**config.mk**
```make
export PLATFORM = sky130hd
export DESIGN_NAME = psum_collector
export DESIGN_NICKNAME = d
export VERILOG_FILES = /design/src/rtl/psum_collector.sv
export SDC_FILE = /design/constraint.sdc
export NUM_CORES = 2
export LEC_CHECK = 0
export ABC_AREA = 1
export BUFFER_PORTS_ARGS = -buffer_cell sky130_fd_sc_hd__buf_2
export CORE_MARGIN = 2
export CORE_UTILIZATION = 42
export CTS_CLUSTER_DIAMETER = 120
export CTS_CLUSTER_SIZE = 8
export DETAILED_ROUTE_END_ITERATION = 10
export PLACE_DENSITY_LB_ADDON = 0.05
export RECOVER_POWER = 25
export SLEW_MARGIN = 0
export SYNTH_ARGS = -nofsm -noshare
export SYNTH_HDL_FRONTEND = slang
export SYNTH_SLANG_ARGS = --single-unit
export TNS_END_PERCENT = 30
```
**constraint.sdc**
```tcl
create_clock -name clk -period 4.7 [get_ports clk]
set_clock_uncertainty 0.05 [all_clocks]
set_input_delay 0.47 -clock clk [delete_from_list [all_inputs] [get_ports clk]]
set_output_delay 0.47 -clock clk [all_outputs]
set_load 0.005 [all_outputs]
```
**src/rtl/psum_collector.sv**
```systemverilog
// psum_collector: per-column partial-sum lanes with a shared read pointer.
// Skewed column writes are re-aligned and popped as whole rows.
module psum_collector #(
    parameter int col     = 8,
    parameter int bw_psum = 32,
    parameter int depth   = 8
) (
    input  logic                   clk,
    input  logic                   reset,
    input  logic [col-1:0]         in_wr,
    input  logic [col*bw_psum-1:0] in_data,
    input  logic                   rd,
    output logic [col*bw_psum-1:0] out,
    output logic                   o_valid,
    output logic                   o_ready,
    output logic                   o_full,
    output logic                   overflow
);

    localparam int aw = $clog2(depth);
    localparam int cw = aw + 1;

    logic [bw_psum-1:0] mem [col][depth];
    logic [aw-1:0]      wptr [col];
    logic [cw-1:0]      cnt [col];
    logic [aw-1:0]      rptr;

    logic [col-1:0] lane_full;
    logic [col-1:0] lane_nz;
    logic [col-1:0] wr_ok;
    logic           pop;
    logic           drop;

    always_comb begin
        lane_full = '0;
        lane_nz   = '0;
        for (int c = 0; c < col; c++) begin
            lane_full[c] = (cnt[c] == cw'(depth));
            lane_nz[c]   = (cnt[c] != '0);
        end
    end

    assign o_ready = &lane_nz;
    assign o_full  = |lane_full;
    assign pop     = rd & o_ready;
    // A full lane can still take a write when the same edge pops a row.
    assign wr_ok   = in_wr & (~lane_full | {col{pop}});
    assign drop    = |(in_wr & ~wr_ok);

    always_ff @(posedge clk) begin
        if (reset) begin
            for (int c = 0; c < col; c++) begin
                if (wr_ok[c]) begin
                    mem[c][wptr[c]] <= in_data[c*bw_psum +: bw_psum];
                end
            end
        end
    end

    always_ff @(posedge clk) begin
        if (!reset) begin
            rptr     <= '0;
            out      <= '0;
            o_valid  <= 1'b0;
            overflow <= 1'b0;
            for (int c = 0; c < col; c++) begin
                wptr[c] <= '0;
                cnt[c]  <= '0;
            end
        end else begin
            o_valid <= pop;
            if (drop) begin
                overflow <= 1'b1;
            end
            if (pop) begin
                rptr <= rptr + aw'(1);
                for (int c = 0; c < col; c++) begin
                    out[c*bw_psum +: bw_psum] <= mem[c][rptr];
                end
            end
            for (int c = 0; c < col; c++) begin
                if (wr_ok[c]) begin
                    wptr[c] <= wptr[c] + aw'(1);
                end
                case ({wr_ok[c], pop})
                    2'b10:   cnt[c] <= cnt[c] + cw'(1);
                    2'b01:   cnt[c] <= cnt[c] - cw'(1);
                    default: cnt[c] <= cnt[c];
                endcase
            end
        end
    end

endmodule

```
Word-level counts from Yosys, hierarchy flattened
Memory sizes are Yosys's and may differ from the RTL's.
Index checks and enable logic that the tools add are counted.
{ "op_classes": {"add_sub_neg": 25, "magnitude_cmp": 17, "n_eq_ne": 24, "mux": 177, "bitwise_logic": 47, "n_reduce_logical": 27} }
{ "ops": {"columns": ["cell", "count"], "rows": [
  ["256-bit two-way mux", 8],
  ["32-bit binary-select mux with 3-bit select", 8],
  ["32-bit demux with 3-bit select", 8],
  ["32-bit two-way mux", 24],
  ["1-bit two-way mux", 97],
  ["4-bit two-way mux", 24],
  ["4-bit greater-or-equal comparator (second input constant)", 9],
  ["3-bit NOT with 4-bit output", 9],
  ["4-bit by 1-bit adder with 4-bit output (second input constant)", 8],
  ["4-bit equality test (second input constant)", 8],
  ["4-bit by 1-bit less-than comparator with 1-bit output (second input constant)", 8],
  ["1-bit OR", 32],
  ["4-bit nonzero test", 8],
  ["4-bit by 1-bit subtractor with 4-bit output (second input constant)", 8],
  ["3-bit by 1-bit adder with 3-bit output (second input constant)", 9],
  ["3-bit two-way mux", 8],
  ["8-bit bitwise AND", 2],
  ["2-bit by 1-bit equality test with 1-bit output (second input constant)", 8],
  ["2-bit equality test (second input constant)", 8],
  ["8-bit NOT", 2],
  ["2-bit OR reduction", 8],
  ["8-bit OR reduction", 2],
  ["1-bit logical AND", 8],
  ["8-bit OR", 1],
  ["other kinds (2)", 2]
]} }
{ "word_totals": {"ff_bits": 261, "mem_bits_rw": 2104, "input_bits": 267, "wordCells": 324, "mem_count": 3} }
{ "mem_list": {"columns": ["memory", "depth", "width", "read_ports", "rd_ports_with_merged_regs", "wr", "line_no", "rtl"], "rows": [
  ["mem", 8, 256, 8, 0, 8, "23", "logic [bw_psum-1:0] mem [col][depth];"],
  ["cnt", 8, 4, 8, 0, 8, "25", "logic [cw-1:0] cnt [col];"],
  ["wptr", 8, 3, 8, 0, 8, "24", "logic [aw-1:0] wptr [col];"]
]} }

Depth between registers and ports, before layout
{ "logic_depth": {"word_depth": 12, "ltp_mapped": 18} }

Worst setup path before layout
Ideal clock, no wire load.
{ "synth_path": {"kind": "register -> register", "startpoint": "memory cnt[1][4] in the netlist's numbering", "endpoint": "memory mem[0][1000] in the netlist's numbering, enable pin", "setup_time_ps": 422, "arrival_time_ps": 2926, "t_required_ps": 4228, "slack_ps": 1303, "path_stages_with_launch": 15, "path_buffers": 1, "path_cell_list": "edfxtp_1 -> inv_1 -> ha_1 -> nand2_1 -> nand2_1 -> nor2_2 -> nand3_2 -> buf_6 -> nand2_2 -> nand2_2 -> nor2_2 -> inv_2 -> nor2_4 -> inv_2 -> nor2_1"} }
{ "synth_lines": {"columns": ["item", "line_no"], "rows": [
  ["start: declaration", "25"],
  ["end: declaration", "23"]
]} }

==> results.yml <==
run_status:
  status: "completed"
synth:
  yosysUniqueCellTypes: 33
  syn_inst: 7163
  synth_common_cells: "edfxtp_1, o21ai_0, nor2_1"
  post-synth-top-count-cell: "edfxtp_1"
  synth_ff_type: "edfxtp_1"
  synth.avg_cell_area_sq_um: 12.6
  synth_area_leaders: "edfxtp_1, o21ai_0, dfxtp_1, nor2_1, nand2_1"
  synth_warnings: 0
  synth_seq_cells: 2365
  synth_top_area_cell: "edfxtp_1"
  synthesis.nets: 7464
  seq_area_frac_synth_pct: 75.5
  synth_edf_count: 2104
  synth_area_sq_um: 90600
  synth-async-reset-ratio_pct: 0
  synth.top_cell.area_share_pct: 69.7
clock_tree:
  clockBufferDepth: 4
  clk_latency_ns: 0.93
  cts-buffers-inserted: 345
  cts_sinks: 2365
  post-cts-setup-buffers: 0
  clock-root-buffer: "clkbuf_16"
  cts_tree: "done"
  cts_resized: 0
  htree_levels: 5
  clk_pin_slew_ns: 0.05
  hold_buffers: 266
timing:
  period_minus_slack_ns: 3.63
  whs_ns: 0.0903
  worst_slew_pin_slew_ns: 1.11
  min_period_over_period_pct: 77.3
  fin_setup_tns_ns: 0
  max_slew_margin_pct: 26.3
  finalHoldViolations: 0
  fmax_ghz: 0.275
  rsz0062_at_grt: "no"
  setup_viol: 0
  final_max_slew_viol_count: 0
place:
  placedCellCount: 10200
  place_area_sq_um: 96700
  hpwlAfterDp_mm: 138
  gp_congestion: 0.773
  place.port_buffers: 526
layout:
  drive_above_1_share_pct: 11.8
  fin_area_sq_um: 109000
  nets: 8250
  syn2layout_area_growth_pct: 20.3
  stdcell_count: 11000
  final_core_util_pct: 50.8
drt:
  wl_per_cell_um: 22.8
  vias_per_cell: 5.33
  vias: 58800
  ant_nets: 0
  routed_wl_mm: 251
  route.detailed.drc: 0
  dr.first_iter.drc_count: 4084
  drtPass1Iterations: 5
power:
  irDropWorstVdd_v: 0.000390
  power.density_nw_per_um2: 554
  leakage_nw: 37.6
worst_setup_path:
  required_ns: 5.25
  critPathCaptureType: "flop"
  critPathKind: "flop to flop"
  cp_max_fo: 20
  worstSetupStartpointType: "flop"
  crit_arrival_ns: 4.18
die:
  die_area_sq_um: 219000
  start_util_pct: 42.2
  rows: 170
  die_w_um: 468
  ios: 527
  die_h_um: 468
  fp.coreArea_sq_um: 215000
grt:
  grt-ovfl-total: 0
  track_usage_pct: 22.5
  grt_max_degree: 209
  first_global_vias: 58000
  antenna_found_initial: 43
  grt_pass1_wl_mm: 375
worst_hold_path:
  hp-class: "primary input to flop"
run:
  cap_violations: 0
==> worst max-delay path: stages, from the launching register on <==
cell and delay (ns):
edfxtp_1 0.42, inv_1 0.06, ha_1 0.20, nand2_1 0.06, nand2_1 0.06, nor2_2 0.13, nand3_2 0.35, buf_4 0.33
nand2_1 0.07, nand2_1 0.09, inv_1 0.13, nand3_1 0.31, nor2_4 0.65, buf_4 0.38
==> per-stage QoR <==
| step | worst slack [ns] | total power, mW |
|---|---|---|
| 6_report | 1.07 | 60.4 |
| 5_1_grt | 0.724 | 63.5 |
| 4_1_cts | 0.986 | 61.2 |
| 3_5_place_dp | 0.993 | 38.4 |
| 3_3_place_gp | 1.00 | 38.2 |
| 2_1_floorplan | 1.30 | 33.4 |
==> state kept, by name, summed over array words and instances (netlist names) <==
name / count
mem: 2048
wptr: 24
overflow: 1
cnt: 32
o_valid: 1
rptr: 3
out: 256
==> final timing paths <==
kind	from	end	slack, ns	depth (start not counted)
worst max-delay path	cnt[1][4]	mem[1][962]	1.07	13
worst min-delay path	in_wr[7]	wptr[1][9]	0.09	3
worst max register to register	cnt[1][4]	mem[1][962]	1.07	13
worst min register to register	out[206]	out[206]	0.48	2
==> layout by cell type, fill, tap and decap left out, types with 68 or more instances in the layout <==
master         synthesis  final
o22ai_1              256    256
clkbuf_16              0    352
o21ai_1               90     90
nor2_1              1155   1091
a31oi_1              256    256
clkbuf_1             320    382
buf_2                118    365
edfxtp_1            2104   2104
nand2_1              865    865
dfxtp_1              261    258
buf_4                 35    100
dlygate4sd3_1          0    266
o21ai_0             1207   1207
a21oi_1              268    268
nor2_4                 4     68
==> layout make-up <==
class                      count  area [sq um]
sequential                  2365         68400
tap                         2838          3550
multi-input combinational   4223         20200
inverter                      81           334
clock inverter                 6          71.3
antenna                       16          40.0
clock buffer                 574          9640
timing repair buffer         933          6680
fill                       18800        106000
==> routing by layer <==
metal | vias to the layer above | wire length (um) | GRT usage [%]
met5 | - | 220 | 0
met4 | 32 | 6810 | 6.96
met3 | 465 | 12100 | 3.89
met2 | 1391 | 119000 | 36.3
met1 | 29200 | 113000 | 31.2
li1 | 27700 | - | -
==> logic make-up after synthesis <==
| group | synth area share (%) |
|---|---|
| DFF | 75.5 |
| AOI/OAI and AO/OA | 12.2 |
| and+or+nand+nor | 8.80 |
| buffers and inverters | 2.71 |
| adders and majority gates | 0.528 |
| xor gates and xnor gates | 0.242 |
==> report_power, final <==
group,internal (mW),switching [mW]
logic,3.89,8.47
registers,24.6,1.02
clock network,13.8,8.64
total,42.3,18.1
Power figures use the tool's default switching activity.
